==> src/rtl/fp_pkg.sv <==
// Shared constants, operand format and FSM encoding for the sequential FP divider.
package fp_pkg;

  localparam int unsigned EXP_W  = 8;
  localparam int unsigned FRAC_W = 23;
  localparam int unsigned MANT_W = FRAC_W + 1;
  localparam int unsigned QW     = FRAC_W + 3;
  localparam int unsigned RW     = MANT_W + 2;
  localparam int unsigned CNT_W  = 5;
  localparam int unsigned BIAS   = 127;

  localparam logic [31:0] QNAN    = 32'h7FC0_0000;
  localparam logic [31:0] POS_INF = 32'h7F80_0000;

  typedef struct packed {
    logic              sign;
    logic [EXP_W-1:0]  exp;
    logic [FRAC_W-1:0] frac;
  } fp32_t;

  typedef enum logic [1:0] {
    ST_IDLE,
    ST_LOAD,
    ST_DIV,
    ST_NORM
  } state_t;

endpackage

==> src/rtl/mant_restoring_div.sv <==
// Unsigned restoring mantissa divider: one quotient bit per clock after load.
module mant_restoring_div
  import fp_pkg::*;
(
  input  logic              clk,
  input  logic              rst,
  input  logic              load,
  input  logic [MANT_W-1:0] dividend,
  input  logic [MANT_W-1:0] divisor,
  output logic [QW-1:0]     quotient,
  output logic              rem_nz
);

  logic [RW-1:0]     rem_q, rem_d, diff;
  logic [MANT_W-1:0] div_q, div_d;
  logic [QW-1:0]     quo_q, quo_d;

  // Trial subtract; keep the difference only when it does not go negative.
  always_comb begin
    rem_d = rem_q;
    div_d = div_q;
    quo_d = quo_q;
    diff  = rem_q - RW'(div_q);
    if (load) begin
      rem_d = RW'(dividend);
      div_d = divisor;
      quo_d = '0;
    end else if (rem_q >= RW'(div_q)) begin
      rem_d = {diff[RW-2:0], 1'b0};
      quo_d = {quo_q[QW-2:0], 1'b1};
    end else begin
      rem_d = {rem_q[RW-2:0], 1'b0};
      quo_d = {quo_q[QW-2:0], 1'b0};
    end
  end

  always_ff @(posedge clk) begin
    if (rst) begin
      rem_q <= '0;
      div_q <= '0;
      quo_q <= '0;
    end else begin
      rem_q <= rem_d;
      div_q <= div_d;
      quo_q <= quo_d;
    end
  end

  assign quotient = quo_q;
  assign rem_nz   = |rem_q;

endmodule

==> src/rtl/fp_seq_div.sv <==
// Sequential IEEE-754 single-precision divider, fixed 28-cycle latency.
// Optional round-to-nearest-even when FP_DIV_ROUND_EN is defined; truncation otherwise.
module fp_seq_div
  import fp_pkg::*;
(
  input  logic        clk,
  input  logic        rst,
  input  logic        start,
  input  logic [31:0] a,
  input  logic [31:0] b,
  output logic        busy,
  output logic        done,
  output logic [31:0] result,
  output logic        overflow,
  output logic        underflow,
  output logic        div_by_zero
);

  state_t             state_q, state_d;
  logic [CNT_W-1:0]   cnt_q, cnt_d;
  fp32_t              a_q, a_d, b_q, b_d;
  logic signed [9:0]  exp_q, exp_d;
  logic               busy_q, busy_d, done_q, done_d;
  logic [31:0]        result_q, result_d;
  logic               ovf_q, ovf_d, unf_q, unf_d, dbz_q, dbz_d;

  logic               core_load;
  logic [QW-1:0]      quo;
  logic               rem_nz;

  logic               sign_n;
  logic signed [9:0]  exp_n;
  logic [FRAC_W-1:0]  frac_n;
  logic [31:0]        norm_result;
  logic               norm_ovf, norm_unf, norm_dbz;

  mant_restoring_div u_core (
    .clk      (clk),
    .rst      (rst),
    .load     (core_load),
    .dividend ({1'b1, a_q.frac}),
    .divisor  ({1'b1, b_q.frac}),
    .quotient (quo),
    .rem_nz   (rem_nz)
  );

  // Normalise, round and apply special-case overrides.
  always_comb begin
    sign_n      = a_q.sign ^ b_q.sign;
    exp_n       = exp_q;
    frac_n      = quo[QW-2:2];
    norm_ovf    = 1'b0;
    norm_unf    = 1'b0;
    norm_dbz    = 1'b0;
    if (!quo[QW-1]) begin
      exp_n  = exp_q - 10'sd1;
      frac_n = quo[QW-3:1];
    end
`ifdef FP_DIV_ROUND_EN
    begin
      logic              guard, sticky, carry;
      logic [FRAC_W-1:0] frac_r;
      guard  = quo[QW-1] ? quo[1] : quo[0];
      sticky = quo[QW-1] ? (quo[0] | rem_nz) : rem_nz;
      {carry, frac_r} = {1'b0, frac_n} + (FRAC_W+1)'(1);
      if (guard && (sticky || frac_n[0])) begin
        frac_n = frac_r;
        if (carry) exp_n = exp_n + 10'sd1;
      end
    end
`endif
    norm_result = {sign_n, exp_n[EXP_W-1:0], frac_n};
    if (a_q.exp == '0 && b_q.exp == '0) begin
      norm_result = QNAN;
      norm_dbz    = 1'b1;
    end else if (b_q.exp == '0) begin
      norm_result = POS_INF | {sign_n, 31'b0};
      norm_dbz    = 1'b1;
    end else if (a_q.exp == '0) begin
      norm_result = {sign_n, 31'b0};
    end else if (exp_n >= 10'sd255) begin
      norm_result = POS_INF | {sign_n, 31'b0};
      norm_ovf    = 1'b1;
    end else if (exp_n <= 10'sd0) begin
      norm_result = {sign_n, 31'b0};
      norm_unf    = 1'b1;
    end
  end

`ifndef FP_DIV_ROUND_EN
  logic unused_trunc;
  assign unused_trunc = ^{quo[0], rem_nz};
`endif

  // Next-state and output logic.
  always_comb begin
    state_d   = state_q;
    cnt_d     = cnt_q;
    a_d       = a_q;
    b_d       = b_q;
    exp_d     = exp_q;
    busy_d    = busy_q;
    done_d    = 1'b0;
    result_d  = result_q;
    ovf_d     = ovf_q;
    unf_d     = unf_q;
    dbz_d     = dbz_q;
    core_load = 1'b0;
    case (state_q)
      ST_IDLE: begin
        if (start && !busy_q) begin
          a_d     = a;
          b_d     = b;
          busy_d  = 1'b1;
          state_d = ST_LOAD;
        end
      end
      ST_LOAD: begin
        core_load = 1'b1;
        exp_d     = $signed({2'b00, a_q.exp}) - $signed({2'b00, b_q.exp}) + 10'(BIAS);
        cnt_d     = '0;
        state_d   = ST_DIV;
      end
      ST_DIV: begin
        cnt_d = cnt_q + CNT_W'(1);
        if (cnt_q == CNT_W'(QW - 1)) state_d = ST_NORM;
      end
      ST_NORM: begin
        result_d = norm_result;
        ovf_d    = norm_ovf;
        unf_d    = norm_unf;
        dbz_d    = norm_dbz;
        done_d   = 1'b1;
        busy_d   = 1'b0;
        state_d  = ST_IDLE;
      end
      default: state_d = ST_IDLE;
    endcase
  end

  always_ff @(posedge clk) begin
    if (rst) begin
      state_q  <= ST_IDLE;
      cnt_q    <= '0;
      a_q      <= '0;
      b_q      <= '0;
      exp_q    <= '0;
      busy_q   <= 1'b0;
      done_q   <= 1'b0;
      result_q <= '0;
      ovf_q    <= 1'b0;
      unf_q    <= 1'b0;
      dbz_q    <= 1'b0;
    end else begin
      state_q  <= state_d;
      cnt_q    <= cnt_d;
      a_q      <= a_d;
      b_q      <= b_d;
      exp_q    <= exp_d;
      busy_q   <= busy_d;
      done_q   <= done_d;
      result_q <= result_d;
      ovf_q    <= ovf_d;
      unf_q    <= unf_d;
      dbz_q    <= dbz_d;
    end
  end

  assign busy        = busy_q;
  assign done        = done_q;
  assign result      = result_q;
  assign overflow    = ovf_q;
  assign underflow   = unf_q;
  assign div_by_zero = dbz_q;

endmodule

==> config.mk <==
export PLATFORM = sky130hd
export DESIGN_NAME = fp_seq_div
export DESIGN_NICKNAME = d
export VERILOG_FILES = /design/src/rtl/fp_pkg.sv /design/src/rtl/mant_restoring_div.sv /design/src/rtl/fp_seq_div.sv
export SDC_FILE = /design/constraint.sdc
export NUM_CORES = 1
export LEC_CHECK = 0
export ABC_CLOCK_PERIOD_IN_PS = 4100
export CORE_ASPECT_RATIO = 1.2
export CORE_MARGIN = 2
export CORE_UTILIZATION = 40
export DETAILED_ROUTE_END_ITERATION = 10
export GPL_TIMING_DRIVEN = 0
export PLACE_DENSITY = 0.65
export RECOVER_POWER = 50
export SLEW_MARGIN = 25
export SYNTH_ARGS = -nofsm -noshare
export SYNTH_HDL_FRONTEND = slang
export SYNTH_SLANG_ARGS = --single-unit
==> constraint.sdc <==
create_clock -name clk -period 4.1 [get_ports clk]
set_input_delay 0.615 -clock clk [delete_from_list [all_inputs] [get_ports clk]]
set_output_delay 0.615 -clock clk [all_outputs]
set_load 0.005 [all_outputs]
=== Yosys cells after proc, flatten, opt, wreduce, memory -nomap -nowiden ===
Index checks and enable logic that the tools add are counted.

* Bits in registers: 194
* Memories: 0
* Bits in latches: 0
* Input bits: 67
* Bits in writable memories: 0
* Word-level logic and storage cells: 75
* ROM bits: 0

* Equal/unequal tests: 6
* Shift-type cells: 0
* Magnitude comparators: 3
* Bitwise operators: 1
* Reductions and logical operators: 12
* $add $sub $neg: 5
* Mux-type cells: 29
* $mul: 0
* Div/mod/pow operators: 0

{| class="wikitable"
|+ Operators by type and width
! cell !! count
|-
| $mux 31 || 4
|-
| $mux 32 || 1
|-
| $ge 26x24->1 || 1
|-
| $mux 26 || 1
|-
| $sub 25x24->25 || 1
|-
| $mux 24 || 1
|-
| $mux 23 || 1
|-
| $logic_not 8->1 || 2
|-
| $mux 1 || 15
|-
| $add 9x8->10 const B || 1
|-
| $ge 10x9->1 const B || 1
|-
| $le 10x1->1 const B || 1
|-
| $mux 10 || 1
|-
| $pmux 5 s2 || 1
|-
| $sub 10x2->10 const B || 1
|-
| $sub 8x8->9 || 1
|-
| $pmux 2 s4 || 1
|-
| $reduce_and 2->1 || 3
|-
| $add 5x1->5 const B || 1
|-
| $eq 5x5->1 const B || 1
|-
| $eq 2x2->1 const B || 2
|-
| $mux 2 || 2
|-
| $ne 2x2->1 const B || 2
|-
| $reduce_bool 2->1 || 2
|-
| other kinds (7) || 8
|}

=== Depth between registers and ports, before layout ===
Gate-level depths: netlist (run 1).

* Word-level depth: 8
* Depth in mapped cells: 13

=== Hierarchy ===
Synthesis (run 1) repeated with hierarchy kept, for this count alone.

* Cells, all modules: 1,179
* Area, all modules: 9,907.0 um2

{| class="wikitable"
|+ By module, submodules not included
! module !! instances !! cells an instance !! area an instance (um2) !! seq. area each (um2)
|-
| fp_seq_div || 1 || 655 || 5,460.2 || 2,362.3
|-
| mant_restoring_div || 1 || 524 || 4,446.8 || 1,521.5
|}

=== Least setup slack after synthesis (run 1) ===
OpenSTA, ideal clock, no wires.

* Path type: register to register
* From: register u_core.div_q[1]
* To: register u_core.rem_q[12]
* Cell stages (with the launch flop): 11
* Arrival time: 2,386 ps
* Data required time: 4,014 ps
* Path slack: 1,629 ps
* Clock period less this slack: 2,471 ps
* Path buffers: 0
* Setup time: 86 ps
* Path through: dfxtp_1 -> inv_1 -> ha_1 -> nor2b_1 -> o31a_1 -> o31a_1 -> a2111o_1 -> a31oi_1 -> xnor2_1 -> mux2i_1 -> a211oi_1

* Longest elaborated chain between the ends: 3
* Elaborated cells between the ends (all ways): 4

{| class="wikitable"
|+ RTL lines
! what !! RTL line !! source
|-
| start, declared || mant_restoring_div.sv:15 || <nowiki>logic [MANT_W-1:0] div_q, div_d;</nowiki>
|-
| start signal, assigned || mant_restoring_div.sv:44 || <nowiki>div_q <= div_d;</nowiki>
|-
| $sub 25x24->25 or $ge 26x24->1 (tied branches) || mant_restoring_div.sv:23, mant_restoring_div.sv:28 ||
|-
| $mux 26 (*) || mant_restoring_div.sv:28 || <nowiki>end else if (rem_q >= RW'(div_q)) begin</nowiki>
|-
| $mux 24 (*) || mant_restoring_div.sv:24 || <nowiki>if (load) begin</nowiki>
|-
| end signal, assigned || mant_restoring_div.sv:43 || <nowiki>rem_q <= rem_d;</nowiki>
|-
| end, declared || mant_restoring_div.sv:14 || <nowiki>logic [RW-1:0] rem_q, rem_d, diff;</nowiki>
|}

Every way passes the cells marked *; elsewhere a longest branch is shown, timed or not.
A chain may end at the register's enable or synchronous reset.

=== Final worst setup path (run 1) ===
* From: register u_core.div_q[17]
* To: register u_core.rem_q[2]

* Longest elaborated chain between the ends: 3

{| class="wikitable"
|+ RTL lines
! what !! RTL line
|-
| $ge 26x24->1 || mant_restoring_div.sv:28
|-
| $mux 26 || mant_restoring_div.sv:28
|-
| $mux 24 || mant_restoring_div.sv:24
|}

Every way passes these cells.

==> impl_metrics.json, run 1 <==
{
  "status": "completed",
  "htreeDepth": 4,
  "grt_pass1_wl_um": 38400,
  "worst_setup_path_end_kind": "flip-flop",
  "worst-r2r-setup-slack_ns": 1.19,
  "final_core_util_pct": 49.7,
  "cp-start-kind": "flip-flop",
  "grt_use_total_pct": 19.1,
  "place_area_sq_um": 10900,
  "io_pins": 104,
  "synth_top_area_share_pct": 40.8,
  "arrival_ns": 3.20,
  "ys_top_cells_by_area": "dfxtp_1 (41%), nand2_1 (7.4%), mux2i_1 (5.7%), a21oi_1 (5.5%), ha_1 (5.3%)",
  "dpl.hpwl_um": 17300,
  "clkTransAtPathRegs_ns": 0.08,
  "setup_violations": 0,
  "die_h_um": 173,
  "clk_latency_ns": 0.44,
  "avgSynthCellArea_sq_um": 8.48,
  "setup_tns_ns": 0,
  "cts_max_path_buffers": 2,
  "gr-usage-met2_pct": 31.0,
  "final_hold_viol_count": 0,
  "cts_root_buf": "clkbuf_16",
  "vias_per_cell": 5.10,
  "drt_pre_antenna_iters": 5,
  "synth-seq-cells": 194,
  "post_cts_resize_count": 0,
  "start_util_pct": 40.9,
  "slew_viol_final": 0,
  "skew_ns": 0.00965,
  "hold_end": "result[21]$_SDFFE_PP0P_",
  "worstHoldStart": "result[21]$_SDFFE_PP0P_",
  "grt_pass1_vias": 7620,
  "vias": 8010,
  "grtUsageMet1_pct": 25.4,
  "ys.flop_type": "dfxtp_1",
  "maxCapViolations": 0,
  "stdcell_area_sq_um": 11600,
  "rows": 61,
  "cts_setup_buffers": 0,
  "area_growth_pct": 21.5,
  "portBuffers": 102,
  "dp_cells": 1540,
  "power_density_nw_per_um2": 772,
  "max_stage_delay_ns": 0.40,
  "cts_tree": "yes",
  "core_area_sq_um": 23300,
  "rsz0062_at_grt": "no",
  "hold_class": "flip-flop to flip-flop",
  "synth_area_sq_um": 9520,
  "async_reset_ff_share_pct": 0,
  "yosysSeqAreaShare_pct": 40.8,
  "syn_nets": 1232,
  "r2r_start": "u_core.div_q[17]$_SDFFE_PP0P_",
  "postSynthCellCount": 1123,
  "crit_chain": "inv_1 -> ha_1 -> a21oi_1 -> o21ai_0 -> a41oi_1 -> o211ai_1 -> a21oi_2 -> buf_2 -> nor2_1 -> a211oi_1 -> nor3_1",
  "setup_ws_ns": 1.19,
  "cp.required_ns": 4.40,
  "max_freq_mhz": 344,
  "yosys.area.top_type": "dfxtp_1",
  "cts_buffers": 17,
  "num_antenna_cells": 0,
  "final_nets": 1353,
  "grt-busiest-layer": "met2",
  "period_minus_slack_ns": 2.91,
  "postCtsHoldBufs": 0,
  "grtUsageMet3_pct": 3.63,
  "final.period_utilization_pct": 70.9,
  "holdPathStages": 2,
  "criticalPathCategory": "flip-flop to flip-flop",
  "cpMaxStageDelayCell": "a21oi_2",
  "cts.sinks": 194,
  "antenna_found_initial": 0,
  "gp_congestion": 0.950,
  "worstMarginPinSlew_ns": 0.820,
  "initialDrtViolationCount": 416,
  "grt_start_max_net_pins": 24,
  "die_area_sq_um": 25100,
  "synth-edff-count": 0,
  "cp_max_fo": 10,
  "ant_nets": 0,
  "drive_gt1_share_pct": 7.80,
  "dp_slack_ns": 1.23,
  "overflow": 0,
  "wl_per_cell_um": 14.7,
  "fp.dieW_um": 145,
  "wl_um": 23100,
  "r2r_cells": 11,
  "stdcell_count": 1572,
  "peakVddDrop_mv": 0.472,
  "p_leak_nw": 4.38,
  "yosysWarnings": 0,
  "relSlewSlack_pct": 45.3,
  "synthDistinctLibCells": 80,
  "r2r_end": "u_core.rem_q[2]$_SDFF_PP0_",
  "drc": 0
}
==> synthesized netlist by cell type, types with 8 or more instances <==
cell	instances
a211oi_1	22
xnor2_1	23
and2_1	28
inv_1	49
buf_6	8
nand3_1	16
mux2i_1	54
ha_1	40
nand2b_1	11
clkbuf_1	43
a21oi_1	105
a21o_1	8
nor2_1	95
o21ai_0	21
o21ai_1	16
nand2_1	188
dfxtp_1	194
a31oi_1	10
o21ai_2	21
nor2b_1	8
xor2_1	17
nor3_1	22
==> worst max-delay path, delay by kind of cell, from the launching register on <==
kind,cells,cell delay (ns)
and+or+nand+nor,2,0.15
adders and majority gates,1,0.36
DFF,1,0.33
AOI/OAI and AO/OA,6,1.50
buffers and inverters,2,0.41
==> report_power, final <==
part,switching [W],total [W],internal (W)
Clock,0.000899,0.00176,0.000862
Combinational,0.00281,0.00475,0.00194
Sequential,0.000218,0.00243,0.00221
Total,0.00393,0.00893,0.00500
==> flip-flops by register name, indices dropped and copies added, names as in the netlist, 2 cells and up <==
| name | flops |
|---|---|
| b_q | 32 |
| a_q | 32 |
| exp_q | 10 |
| u_core.div_q | 24 |
| result | 32 |
| cnt_q | 5 |
| state_q | 2 |
| u_core.quotient | 26 |
| u_core.rem_q | 26 |
==> worst max path at each step <==
stage          cells past startpoint                           to  slack [ns]                     startpoint
3_3_place_gp                       6         a_q[31]$_SDFFE_PP0P_        0.95                          start
3_5_place_dp                      11   u_core.rem_q[2]$_SDFF_PP0_        1.23  u_core.div_q[17]$_SDFFE_PP0P_
2_1_floorplan                     10  u_core.rem_q[12]$_SDFF_PP0_        1.63   u_core.div_q[1]$_SDFFE_PP0P_
5_1_grt                           11   u_core.rem_q[2]$_SDFF_PP0_        0.97  u_core.div_q[17]$_SDFFE_PP0P_
4_1_cts                           11   u_core.rem_q[2]$_SDFF_PP0_        1.20  u_core.div_q[17]$_SDFFE_PP0P_
6_report                          11   u_core.rem_q[2]$_SDFF_PP0_        1.19  u_core.div_q[17]$_SDFFE_PP0P_
==> per-stage QoR <==
stage	hold WS, ns	total power, W
6_report	0.445	0.00893
4_1_cts	0.454	0.00896
5_1_grt	0.472	0.00961
2_1_floorplan	0.406	0.00606
3_3_place_gp	0.437	0.00711
3_5_place_dp	0.442	0.00716
==> routing by layer <==
metal	share of wire [%]	wire [um]
met4	2.4	563
met3	4.1	959
met1	47	11000
met2	46	10600
met5	0	0
==> final cells by class <==
class	count	area [sq um]
Fill cell	2279	11700
Multi-Input combinational cell	815	5140
Sequential cell	194	3880
Timing Repair Buffer	102	1020
Clock buffer	17	425
Tap cell	315	394
Buffer	62	299
Clock inverter	15	214
Inverter	52	195
==> cell families (layout without fill, tap and decap cells) <==
logic type | count (synthesis) | in the layout | synth area share [%]
buf+inv | 114 | 248 | 5.27
fa+ha+maj | 42 | 42 | 5.68
flops | 194 | 194 | 40.8
xor+xnor | 40 | 40 | 3.68
compound gates | 271 | 271 | 19.2
simple gates | 408 | 408 | 19.7
mux | 54 | 54 | 5.68
==> layout by cell type, fill, tap and decap left out, types with 19 or more instances in the layout <==
master / count
o21ai_0: 21
o21ai_2: 21
nor3_1: 22
a211oi_1: 22
nor2_1: 94
inv_1: 51
ha_1: 40
dfxtp_1: 194
clkdlybuf4s50_1: 65
xnor2_1: 23
a21oi_1: 105
clkbuf_1: 47
mux2i_1: 54
nand2_1: 188
dlygate4sd3_1: 37
and2_1: 19
No activity file was read; power rests on OpenSTA's default activity.
==> run 2: changes to the inputs <==
Settings changed: ABC_CLOCK_PERIOD_IN_PS 4100 to 3030.
Clock period 4.1 ns to 3.03 ns, I/O delays scaled along.
==> impl_metrics.json, run 2 (synthesis gave the netlist of run 1 again) <==
{
  "final_common_cell": "dfxtp_1",
  "relSlewSlack_pct": 45.1,
  "crit_chain": "inv_1 -> ha_1 -> a21oi_1 -> o21ai_0 -> a41oi_1 -> o211ai_1 -> a21oi_4 -> buf_2 -> nor2_1 -> a211oi_1 -> nor3_1",
  "cts.sinks": 194,
  "start_util_pct": 40.9,
  "num_antenna_cells": 0,
  "criticalPathCategory": "flip-flop to flip-flop",
  "dpl.hpwl_um": 17300,
  "period_minus_slack_ns": 2.85,
  "cp.required_ns": 3.32,
  "p_leak_nw": 4.38,
  "die_area_sq_um": 25100,
  "hold_class": "input pin to flip-flop",
  "vias": 8023,
  "cts_tree": "yes",
  "wl_per_cell_um": 14.7,
  "slew_viol_final": 0,
  "layout_common_cells": "dfxtp_1 (194), nand2_1 (188), a21oi_1 (105), nor2_1 (94), clkdlybuf4s50_1 (65)",
  "r2r_end": "u_core.rem_q[2]$_SDFF_PP0_",
  "area_growth_pct": 21.6,
  "ant_nets": 0,
  "clkTransAtPathRegs_ns": 0.08,
  "htreeDepth": 4,
  "grt_pass1_wl_um": 38400,
  "vias_per_cell": 5.10,
  "setup_tns_ns": 0,
  "drt_pre_antenna_iters": 5,
  "fill_cells": 2279,
  "initialDrtViolationCount": 375,
  "dp_slack_ns": 0.161,
  "m1WireLength_um": 11000,
  "skew_ns": 0.00967,
  "setup_ws_ns": 0.184,
  "max_stage_delay_ns": 0.36,
  "portBuffers": 102,
  "power_density_nw_per_um2": 1050,
  "cts_max_path_buffers": 2,
  "wl_um": 23100,
  "hold_end": "done$_SDFF_PP0_",
  "holdPathStages": 2,
  "antenna_found_initial": 0,
  "grt_use_total_pct": 19.1,
  "arrival_ns": 3.14,
  "cpMaxStageDelayCell": "ha_1",
  "drive_gt1_share_pct": 7.80,
  "fp.dieW_um": 145,
  "r2r_start": "u_core.div_q[17]$_SDFFE_PP0P_",
  "worst_setup_path_end_kind": "flip-flop",
  "routed.top_layer": "met4",
  "final.period_utilization_pct": 93.9,
  "core_area_sq_um": 23300,
  "met3_length_um": 968,
  "cts_root_buf": "clkbuf_16",
  "max_freq_mhz": 351,
  "grt_pass1_vias": 7620,
  "status": "completed",
  "cts_buffers": 17,
  "worstMarginPinSlew_ns": 0.823,
  "peakVddDrop_mv": 0.642,
  "final_hold_viol_count": 0,
  "setup_violations": 0,
  "final_nets": 1353,
  "io_pins": 104,
  "worstHoldStart": "rst",
  "r2r_cells": 11,
  "wl_met2_um": 10700,
  "cp-start-kind": "flip-flop",
  "clk_latency_ns": 0.44,
  "cp_max_fo": 10,
  "maxCapViolations": 0,
  "die_h_um": 173,
  "grt_start_max_net_pins": 24,
  "drc": 0,
  "rows": 61,
  "overflow": 0,
  "rsz0062_at_grt": "no",
  "worst-r2r-setup-slack_ns": 0.18,
  "gp_congestion": 0.950
}
run 2: cell count changes in the layout (fill, tap and decap cells not counted), sizes merged:
cell,previous run,this run
buf,15,16
clkbuf,64,63
run 2: how the worst max path moves through the flow:
stage / cells after the start / slack, ns / end / start
2_1_floorplan: 10 / 0.56 / u_core.rem_q[12]$_SDFF_PP0_ / u_core.div_q[1]$_SDFFE_PP0P_
3_3_place_gp: 6 / 0.04 / a_q[31]$_SDFFE_PP0P_ / start
3_5_place_dp: 11 / 0.16 / u_core.rem_q[2]$_SDFF_PP0_ / u_core.div_q[17]$_SDFFE_PP0P_
4_1_cts: 11 / 0.13 / u_core.rem_q[2]$_SDFF_PP0_ / u_core.div_q[17]$_SDFFE_PP0P_
5_1_grt: 11 / 0.003 / u_core.rem_q[2]$_SDFF_PP0_ / u_core.div_q[17]$_SDFFE_PP0P_
6_report: 11 / 0.18 / u_core.rem_q[2]$_SDFF_PP0_ / u_core.div_q[17]$_SDFFE_PP0P_
run 2: critical path, delay by kind of cell, from the launching register on:
kind                       cells  cell delay [ns]
AOI/OAI and AO/OA              6             1.45
buffers and inverters          2             0.39
adders and majority gates      1             0.36
DFF                            1             0.33
and+or+nand+nor                2             0.16
run 2: final cells by class:
type	instances	area [sq um]	area share [%]
tap	315	394	3.40
sequential	194	3880	33.5
multi-input combinational	815	5150	44.5
buffer	62	299	2.58
timing repair buffer	102	1020	8.82
clock inverter	15	214	1.85
clock buffer	17	425	3.67
inverter	52	195	1.69
run 2: routing by layer:
| metal | track usage, % | vias up |
|---|---|---|
| met5 | 0 | - |
| met4 | 6.39 | 0 |
| met3 | 3.63 | 33 |
| met2 | 31.0 | 196 |
| met1 | 25.4 | 3675 |
| li1 | - | 4119 |
run 2: where the power goes:
part / leakage, nW / internal (W) / switching, W / total, W
clock: 0.308 / 0.00117 / 0.00121 / 0.00238
sequential: 1.58 / 0.00299 / 0.000295 / 0.00328
combinational: 2.50 / 0.00263 / 0.00383 / 0.00645
total: 4.38 / 0.00678 / 0.00534 / 0.0121
run 2: through the flow:
step | cells | util, % | hold slack [ns] | total power, W | instance area, sq um
3_5_place_dp | 1540 | 47.0 | 0.442 | 0.00969 | 10900
4_1_cts | 1572 | 49.8 | 0.436 | 0.0121 | 11600
5_1_grt | 1572 | 49.8 | 0.461 | 0.0130 | 11600
2_1_floorplan | 1123 | - | 0.406 | 0.00820 | 9520
3_3_place_gp | 1540 | 47.0 | 0.437 | 0.00962 | 10900
6_report | 1572 | 49.8 | 0.442 | 0.0121 | 11600
run 2: timing repair:
action                                  in CTS  in global routing
endpoints found under the setup margin       0                  6
buffers inserted                             0                  0
gates resized for setup                      0                  1
hold buffers                                 0                  0
==> run 3: changes to the inputs <==
Settings changed: RECOVER_POWER 50 to 25.
==> impl_metrics.json, run 3 (synthesis gave the netlist of run 1 again) <==
{
  "vias_per_cell": 5.10,
  "max_freq_mhz": 353,
  "cts_setup_buffers": 0,
  "peakVddDrop_mv": 0.641,
  "holdPathStages": 2,
  "rsz0062_at_grt": "no",
  "r2r_start": "u_core.div_q[1]$_SDFFE_PP0P_",
  "cts_root_buf": "clkbuf_16",
  "start_util_pct": 40.9,
  "final_common_cell": "dfxtp_1",
  "skew_ns": 0.0108,
  "period_minus_slack_ns": 2.84,
  "gp_congestion": 0.950,
  "cts.sinks": 194,
  "clkTransAtPathRegs_ns": 0.08,
  "cts_buffers": 17,
  "relSlewSlack_pct": 45.3,
  "vias": 8023,
  "grt_pass1_wl_um": 38400,
  "setup_violations": 0,
  "slew_viol_final": 0,
  "crit_start": "u_core.div_q[1]$_SDFFE_PP0P_",
  "regArea_sq_um": 3880,
  "stdcell_count": 1572,
  "area_growth_pct": 21.7,
  "final.period_utilization_pct": 93.6,
  "fp.dieW_um": 145,
  "dp_cells": 1540,
  "drt_pre_antenna_iters": 5,
  "final_nets": 1353,
  "overflow": 0,
  "wl_um": 23100,
  "die_area_sq_um": 25100,
  "worst_setup_path_end_kind": "flip-flop",
  "wl_per_cell_um": 14.7,
  "power_density_nw_per_um2": 1050,
  "status": "completed",
  "postCtsHoldBufs": 0,
  "cp.required_ns": 3.37,
  "num_antenna_cells": 0,
  "criticalPathCategory": "flip-flop to flip-flop",
  "cp-start-kind": "flip-flop",
  "worstHoldStart": "rst",
  "final_core_util_pct": 49.8,
  "die_h_um": 173,
  "arrival_ns": 3.18,
  "fill_cells": 2279,
  "rows": 61,
  "multiInputGateArea_sq_um": 5150,
  "maxCapViolations": 0,
  "io_pins": 104,
  "portBuffers": 102,
  "hold_class": "input pin to flip-flop",
  "cp_max_fo": 4,
  "antenna_found_initial": 0,
  "ant_nets": 0,
  "dp_slack_ns": 0.161,
  "layout_common_cells": "dfxtp_1 (194), nand2_1 (188), a21oi_1 (105), nor2_1 (94), clkdlybuf4s50_1 (66)",
  "cts_tree": "yes",
  "worstMarginPinSlew_ns": 0.821,
  "setup_tns_ns": 0,
  "grt_start_max_net_pins": 24,
  "r2r_cells": 10,
  "grt_use_total_pct": 19.1,
  "final_hold_viol_count": 0,
  "drive_gt1_share_pct": 7.88,
  "initialDrtViolationCount": 365,
  "core_area_sq_um": 23300,
  "dpl.hpwl_um": 17300,
  "clk_latency_ns": 0.44,
  "setup_ws_ns": 0.195,
  "htreeDepth": 4,
  "p_leak_nw": 4.40,
  "drc": 0,
  "post_cts_resize_count": 0,
  "grt_pass1_vias": 7620,
  "cts_max_path_buffers": 2
}
-- run 3: changes by cell type in the layout (fill, tap and decap cells not counted), sizes merged --
cell,delta
buf,+3
clkbuf,-3
clkdlybuf4s50,+1
dlygate4sd3,-1
-- run 3: cell type report --
cell class | instances | area share (%)
multi-input combinational | 815 | 44.4
tap | 315 | 3.40
buffer | 62 | 2.65
clock buffer | 17 | 3.67
clock inverter | 15 | 1.85
inverter | 52 | 1.68
timing repair buffer | 102 | 8.81
sequential | 194 | 33.5
-- run 3: critical path: stages (launching register included) --
cell and delay [ns]:
dfxtp_1 0.39, inv_1 0.06, ha_1 0.30, nor2b_1 0.15, o31a_1 0.27, o31a_1 0.36, a21o_1 0.28, a221oi_2 0.39
a21oi_1 0.14, xnor2_1 0.14, a211oi_1 0.26
-- run 3: path summary, 6_finish.rpt --
check	to	slack (ns)
min reg2reg	result[21]$_SDFFE_PP0P_	0.45
min	done$_SDFF_PP0_	0.44
max reg2reg	u_core.rem_q[22]$_SDFF_PP0_	0.19
max	u_core.rem_q[22]$_SDFF_PP0_	0.19
-- run 3: power by group --
group	leakage [nW]	switching, W	internal (W)
Combinational	2.51	0.00382	0.00264
Clock	0.308	0.00122	0.00117
Sequential	1.58	0.000297	0.00299
Total	4.40	0.00534	0.00679
-- run 3: layer usage --
metal,up-vias,track usage (%),part of all wire (%),wire (um)
met2,205,31.0,46,10700
met4,0,6.39,2.4,551
li1,4115,-,-,-
met5,-,0,0,0
met3,38,3.63,4.2,964
met1,3665,25.4,47,10900
-- run 3: through the flow --
stage	hold slack, ns	cell area, sq um	power (W)
after detailed placement	0.442	10900	0.00969
after global routing	0.461	11600	0.0130
after global placement	0.437	10900	0.00962
after floorplan	0.406	9520	0.00820
final	0.444	11600	0.0121
after CTS	0.436	11600	0.0121
